**src/rtl/blackjack_buttons_pkg.sv**
```systemverilog
// Shared constants and helpers for the blackjack button front end.
// Contents:
//   - button index constants into btn_raw / btn_level
//   - event codes presented to the game core
//   - pick_event: priority selection among pending buttons
//   - event_mask: one-hot pending bit belonging to an event code
package blackjack_pkg;

  localparam int NUM_BTN = 4;

  localparam int BTN_HIT    = 0;
  localparam int BTN_STAND  = 1;
  localparam int BTN_DOUBLE = 2;
  localparam int BTN_FINISH = 3;

  typedef logic [1:0] evt_code_t;

  localparam evt_code_t EVT_HIT    = 2'd0;
  localparam evt_code_t EVT_STAND  = 2'd1;
  localparam evt_code_t EVT_DOUBLE = 2'd2;
  localparam evt_code_t EVT_FINISH = 2'd3;

  // Priority: finish > stand > double > hit. Returns EVT_HIT when nothing
  // is pending, so callers must qualify the result with |pend.
  function automatic evt_code_t pick_event(input logic [NUM_BTN-1:0] pend);
    if (pend[BTN_FINISH])      return EVT_FINISH;
    else if (pend[BTN_STAND])  return EVT_STAND;
    else if (pend[BTN_DOUBLE]) return EVT_DOUBLE;
    else                       return EVT_HIT;
  endfunction

  function automatic logic [NUM_BTN-1:0] event_mask(input evt_code_t code);
    logic [NUM_BTN-1:0] mask;
    mask = '0;
    case (code)
      EVT_FINISH: mask[BTN_FINISH] = 1'b1;
      EVT_STAND:  mask[BTN_STAND]  = 1'b1;
      EVT_DOUBLE: mask[BTN_DOUBLE] = 1'b1;
      default:    mask[BTN_HIT]    = 1'b1;
    endcase
    return mask;
  endfunction

endpackage

```
**src/rtl/blackjack_buttons_if.sv**
```systemverilog
// Event handshake between the button front end and the game core.
// Signals:
//   evt_valid - an event is presented (front end -> core)
//   evt_code  - event code, one of the EVT_* constants (front end -> core)
//   evt_ready - core accepts the presented event (core -> front end)
// Modports: master = front end, slave = game core.
interface blackjack_buttons_if;
  import blackjack_pkg::*;

  logic      evt_valid;
  logic      evt_ready;
  evt_code_t evt_code;

  modport master (output evt_valid, output evt_code, input evt_ready);
  modport slave  (input evt_valid, input evt_code, output evt_ready);
endinterface

```
**src/rtl/blackjack_buttons_btn_debounce.sv**
```systemverilog
// Single-button conditioner: two-flop synchronizer, stability counter,
// debounced level and a one-cycle press pulse on the level's rising edge.
// Ports:
//   clk, rst - clock and asynchronous active-high reset
//   raw      - asynchronous button input
//   level    - debounced level
//   press    - high for one cycle after level rises
module btn_debounce #(
  parameter int DEB_CYCLES = 250000
) (
  input  logic clk,
  input  logic rst,
  input  logic raw,
  output logic level,
  output logic press
);

  localparam int CNT_W = $clog2(DEB_CYCLES);
  localparam logic [CNT_W-1:0] CNT_LAST = CNT_W'(DEB_CYCLES - 1);

  logic             sync1_reg;
  logic             sync2_reg;
  logic             level_reg;
  logic             level_next;
  logic             level_d_reg;
  logic [CNT_W-1:0] cnt_reg;
  logic [CNT_W-1:0] cnt_next;

  // Counter only runs while the synced input disagrees with the level; any
  // agreeing cycle restarts the window, so bounces never accumulate. The
  // counter clears at CNT_LAST and therefore never wraps.
  always_comb begin
    cnt_next   = '0;
    level_next = level_reg;
    if (sync2_reg != level_reg) begin
      if (cnt_reg == CNT_LAST) begin
        level_next = sync2_reg;
      end else begin
        cnt_next = cnt_reg + 1'b1;
      end
    end
  end

  always_ff @(posedge clk or posedge rst) begin
    if (rst) begin
      sync1_reg   <= 1'b0;
      sync2_reg   <= 1'b0;
      cnt_reg     <= '0;
      level_reg   <= 1'b0;
      level_d_reg <= 1'b0;
    end else begin
      sync1_reg   <= raw;
      sync2_reg   <= sync1_reg;
      cnt_reg     <= cnt_next;
      level_reg   <= level_next;
      level_d_reg <= level_reg;
    end
  end

  assign level = level_reg;
  assign press = level_reg & ~level_d_reg;

endmodule

```
**src/rtl/blackjack_buttons.sv**
```systemverilog
// Blackjack button front end: debounces four buttons, records presses as
// pending bits and presents them one at a time to the game core over a
// valid/ready handshake, highest priority first.
// Ports:
//   clk_25MHz - system clock
//   rst       - asynchronous active-high reset
//   btn_raw   - raw buttons [0] hit, [1] stand, [2] double, [3] finish
//   evt_bus   - event handshake (master side)
//   btn_level - debounced button levels
module blackjack_buttons
  import blackjack_pkg::*;
#(
  parameter int DEB_CYCLES = 250000
) (
  input  logic                 clk_25MHz,
  input  logic                 rst,
  input  logic [NUM_BTN-1:0]   btn_raw,
  blackjack_buttons_if.master  evt_bus,
  output logic [NUM_BTN-1:0]   btn_level
);

  logic [NUM_BTN-1:0] press;
  logic [NUM_BTN-1:0] pending_reg;
  logic [NUM_BTN-1:0] pending_next;
  logic [NUM_BTN-1:0] grant_mask;
  evt_code_t          grant_code;
  evt_code_t          code_reg;
  evt_code_t          code_next;
  logic               valid_reg;
  logic               valid_next;
  logic               load;

  genvar gi;
  generate
    for (gi = 0; gi < NUM_BTN; gi++) begin : g_btn
      btn_debounce #(
        .DEB_CYCLES (DEB_CYCLES)
      ) u_debounce (
        .clk   (clk_25MHz),
        .rst   (rst),
        .raw   (btn_raw[gi]),
        .level (btn_level[gi]),
        .press (press[gi])
      );
    end
  endgenerate

  // The output register refills whenever it is empty or being drained, so
  // ready is irrelevant while nothing is presented.
  assign load = ~valid_reg | evt_bus.evt_ready;

  always_comb begin
    grant_code   = pick_event(pending_reg);
    grant_mask   = event_mask(grant_code) & pending_reg;
    valid_next   = valid_reg;
    code_next    = code_reg;
    // A press ORs in after the grant clears its bit, so re-pressing the
    // button being handed over queues a fresh event instead of being lost.
    pending_next = pending_reg | press;
    if (load) begin
      valid_next = |pending_reg;
      if (|pending_reg) begin
        code_next    = grant_code;
        pending_next = (pending_reg & ~grant_mask) | press;
      end
    end
  end

  always_ff @(posedge clk_25MHz or posedge rst) begin
    if (rst) begin
      pending_reg <= '0;
      valid_reg   <= 1'b0;
      code_reg    <= EVT_HIT;
    end else begin
      pending_reg <= pending_next;
      valid_reg   <= valid_next;
      code_reg    <= code_next;
    end
  end

  assign evt_bus.evt_valid = valid_reg;
  assign evt_bus.evt_code  = code_reg;

endmodule

```
**src/flat_wrapper.sv**
```systemverilog
// flat-port wrapper written by rule: the top's interface ports become plain ports
module blackjack_buttons_flat import blackjack_pkg::*;
#(
  parameter int DEB_CYCLES = 250000
)
  (clk_25MHz, rst, btn_raw, btn_level, evt_bus_evt_valid, evt_bus_evt_code, evt_bus_evt_ready);
  blackjack_buttons_if evt_bus_i ();
  input  logic clk_25MHz;
  input  logic rst;
  input  logic [NUM_BTN-1:0] btn_raw;
  output logic [NUM_BTN-1:0] btn_level;
  output wire logic [$bits(evt_bus_i.evt_valid)-1:0] evt_bus_evt_valid;
  output wire logic [$bits(evt_bus_i.evt_code)-1:0] evt_bus_evt_code;
  input wire logic [$bits(evt_bus_i.evt_ready)-1:0] evt_bus_evt_ready;
  assign evt_bus_evt_valid = evt_bus_i.evt_valid;
  assign evt_bus_evt_code = evt_bus_i.evt_code;
  assign evt_bus_i.evt_ready = evt_bus_evt_ready;
  blackjack_buttons #(.DEB_CYCLES(DEB_CYCLES)) u_core (.clk_25MHz(clk_25MHz), .rst(rst), .btn_raw(btn_raw), .evt_bus(evt_bus_i), .btn_level(btn_level));
endmodule
```
**config.mk**
```make
export PLATFORM = sky130hd
export DESIGN_NAME = blackjack_buttons_flat
export DESIGN_NICKNAME = d
export VERILOG_FILES = /design/src/rtl/blackjack_buttons_pkg.sv /design/src/rtl/blackjack_buttons_if.sv /design/src/rtl/blackjack_buttons_btn_debounce.sv /design/src/rtl/blackjack_buttons.sv /design/src/flat_wrapper.sv
export SDC_FILE = /design/constraint.sdc
export NUM_CORES = 1
export LEC_CHECK = 0
export BUFFER_PORTS_ARGS = -buffer_cell sky130_fd_sc_hd__buf_2
export CAP_MARGIN = 10
export CORE_AREA = 2 2 138 73
export CTS_BUF_LIST = sky130_fd_sc_hd__clkbuf_4 sky130_fd_sc_hd__clkbuf_8
export DETAILED_ROUTE_END_ITERATION = 16
export DIE_AREA = 0 0 140 75
export PLACE_DENSITY = 0.73
export SETUP_SLACK_MARGIN = 0.3
export SYNTH_ARGS = -nofsm -noshare
export SYNTH_HDL_FRONTEND = slang
export SYNTH_SLANG_ARGS = --single-unit
```
**constraint.sdc**
```tcl
create_clock -name clk_25MHz -period 3.6 [get_ports clk_25MHz]
set_input_delay 0.18 -clock clk_25MHz [delete_from_list [all_inputs] [get_ports clk_25MHz]]
set_output_delay 0.18 -clock clk_25MHz [all_outputs]
set_load 0.005 [all_outputs]
```
==> impl_metrics.json <==
{
  "status": "finished with violations",
  "violations": "design-rule violations",
  "worst_pin_slew_ns": 1.00,
  "ys_seq_area_frac": 0.525,
  "grt_overflow": 0,
  "dpl_worst_slack_ns": 1.39,
  "drt_iter0_drc": 205,
  "dieWidth_um": 140,
  "detail_route.wl_per_cell_um": 14.6,
  "numCtsBuffers": 9,
  "ys_seq_elements": 95,
  "drt-total-wl_um": 8360,
  "max_slew_margin": 0.328,
  "placed_cell_area_um2": 4690,
  "die_h_um": 75,
  "start_util": 0.490,
  "postCtsHoldBufs": 4,
  "period_share": 0.615,
  "async_flop_share": 1.00,
  "synth_edf_count": 0,
  "timing.final.hold_violations": 0,
  "largest_reg_flops": 72,
  "port_buffers": 13,
  "cts.clk_slew.worst_paths_ns": 0.09,
  "cp.required_ns": 3.81,
  "synth_cells": 428,
  "cts-resized-gates": 0,
  "ys.flop_type": "dfrtp_1",
  "slew_viol_final": 0,
  "maxCapViolations": 0,
  "routabilityCongestion": 0.875,
  "cp-end-kind": "register",
  "synth_top_family_by_area": "simple AND/OR/NAND/NOR gates",
  "cts_tree": "done",
  "worst_slack_ns": 1.39,
  "grt_usage": 0.176,
  "grt_first_pass_wirelength_um": 14500,
  "fin_setup_tns_ns": 0,
  "synth.distinct_cells": 35,
  "die_area_um2": 10500,
  "arrival_ns": 2.42,
  "worst-path-max-fanout": 18,
  "cts_max_path_buffers": 2,
  "final_nets": 459,
  "finalSetupViolCount": 0,
  "synth_fa_ha_area_frac": 0.0111,
  "root_buffer": "clkbuf_8",
  "yosys-top-cells-area": "dfrtp_1 (53%), xnor2_1 (7.7%), nor2_1 (6.1%)",
  "cts-htree-levels": 3,
  "post-cts-setup-buffer-count": 0,
  "critical_path.max_stage_delay_ns": 0.94,
  "power.density_nw_per_um2": 406,
  "finalCriticalPeriod_ns": 2.21,
  "critPathSlowestCell": "o41ai_4",
  "synth_top_area_cell": "dfrtp_1",
  "clkSinkCount": 95,
  "synth_top_area_share": 0.525,
  "drive_gt1_frac": 0.113,
  "fin_skew_ns": 0.00891,
  "min_path_type": "in2async",
  "n_antenna_cell": 0,
  "worstPathCellList": "nor4_1 -> nand4_1 -> o41ai_4 -> nor2_1",
  "synth.net_count": 439,
  "via_count": 3097,
  "ir_drop_mv": 0.225,
  "crit_type": "reg2reg",
  "yosys_warnings": 0,
  "avgSynthCellArea_um2": 10.6,
  "core_region_area_um2": 9230,
  "critPathLaunchType": "register",
  "hpwl_um": 5850,
  "ios": 14,
  "synth_xor_area_frac": 0.116,
  "max_freq_mhz": 452,
  "drc": 1,
  "grt_start_max_net_pins": 85,
  "rsz0062_at_grt": "false",
  "rows": 25,
  "postRouteAntennaNets": 0,
  "yosys.area_share.simple": 0.247,
  "synth_compound_area_frac": 0.0589,
  "fin_hold_ws_ns": 0.0422,
  "final_area_um2": 4970,
  "synthMuxAreaShare": 0.0122,
  "drtPass1Iterations": 11,
  "clock_latency_ns": 0.36,
  "p_leak_nw": 2.08,
  "netlist_area_um2": 4520,
  "vias_per_cell": 5.40,
  "antenna_found_initial": 0,
  "area_delta_synth_final_pct": 9.87,
  "grt_pass1_vias": 2914
}
==> path summary, 6_finish.rpt <==
path | startpoint | end | slack [ns] | depth (start not counted)
setup / recovery | u_core.g_btn[3].u_debounce.cnt_reg[10] | u_core.g_btn[3].u_debounce.cnt_reg[4] | 1.39 | 4
hold / removal | rst | u_core.g_btn[1].u_debounce.cnt_reg[7] | 0.04 | 2
setup reg to reg | u_core.g_btn[3].u_debounce.cnt_reg[10] | u_core.g_btn[3].u_debounce.cnt_reg[4] | 1.39 | 4
hold reg to reg | u_core.g_btn[2].u_debounce.sync1_reg | u_core.g_btn[2].u_debounce.sync2_reg | 0.35 | 0
max in group asynchronous | rst | u_core.pending_reg[1] | 2.78 | 3
min in group clk_25MHz | evt_bus_evt_ready | u_core.pending_reg[3] | 0.20 | 4
==> layout by cell type (no fill, tap or decap), types with 3 or more instances in the layout <==
master,count
mux2_2,4
xor2_1,20
nor4_1,23
o41ai_4,4
nand3b_1,3
a21oi_1,7
xnor2_1,40
and4_1,7
clkbuf_8,9
o21ai_0,10
nand3_1,23
or4_1,6
bufinv_16,3
nand2_1,23
nand4_1,18
ha_1,4
buf_2,13
o31ai_1,6
dlygate4sd3_1,4
inv_1,18
or3_4,3
nor2_1,73
dfrtp_1,95
nor2b_1,3
nor3_1,11
==> synthesized netlist by cell type, types with 2 or more instances <==
master,n
a21oi_2,2
or3_1,2
inv_1,19
nand2_1,23
nand4_1,18
a21oi_1,7
dfrtp_1,95
xnor2_1,40
nand3_1,23
nor3_1,11
o21ai_0,10
ha_1,4
or4_1,6
buf_2,3
nand4_4,2
buf_4,6
and4_1,7
mux2_2,4
nand3b_1,3
or4b_4,2
nor4b_1,2
o41ai_4,4
nor4_1,23
nor2b_1,3
o31ai_1,6
nor2_1,73
xor2_1,20
or3_4,3
==> routing by layer <==
metal	wire length, um	track usage	up-vias
met5	0	0	-
met4	87	0.0516	0
met3	303	0.0477	13
met2	3290	0.249	46
met1	4670	0.266	1496
li1	-	-	1542
==> power breakdown <==
group / internal, mW / switching, mW / leakage (nW)
logic: 0.0287 / 0.0539 / 0.656
registers: 1.09 / 0.0190 / 1.30
clock network: 0.468 / 0.359 / 0.124
==> area by class of cell <==
class,instances,area (um^2)
Tap cell,121,151
Clock inverter,6,109
Sequential cell,95,2380
Clock buffer,10,131
Fill cell,820,4260
Inverter,19,73.8
Multi-Input combinational cell,305,2020
Timing Repair Buffer,18,113
==> logic make-up (layout without fill, tap and decap cells) <==
logic type | Yosys count | in the layout
multiplexers | 5 | 5
buffers and inverters | 28 | 53
flip-flops | 95 | 95
adder cells (fa/ha/maj) | 4 | 4
XOR/XNOR | 60 | 60
AO/OA/AOI/OAI | 30 | 30
AND/OR/NAND/NOR | 206 | 206
==> through the flow <==
step | utilization | power, mW | std cells
finish | 0.539 | 2.02 | 574
global placement | 0.508 | 1.21 | 554
global route | 0.539 | 2.11 | 574
floorplan | - | 1.18 | 428
CTS | 0.539 | 2.04 | 574
detailed placement | 0.508 | 1.21 | 554
==> critical path: cells and delay by family, from the launching register on <==
| kind | cells | cell delay (ns) |
|---|---|---|
| AOI/OAI and AO/OA | 1 | 0.94 |
| DFF | 1 | 0.44 |
| and+or+nand+nor | 3 | 0.69 |
(Power assumes the default switching activity.)
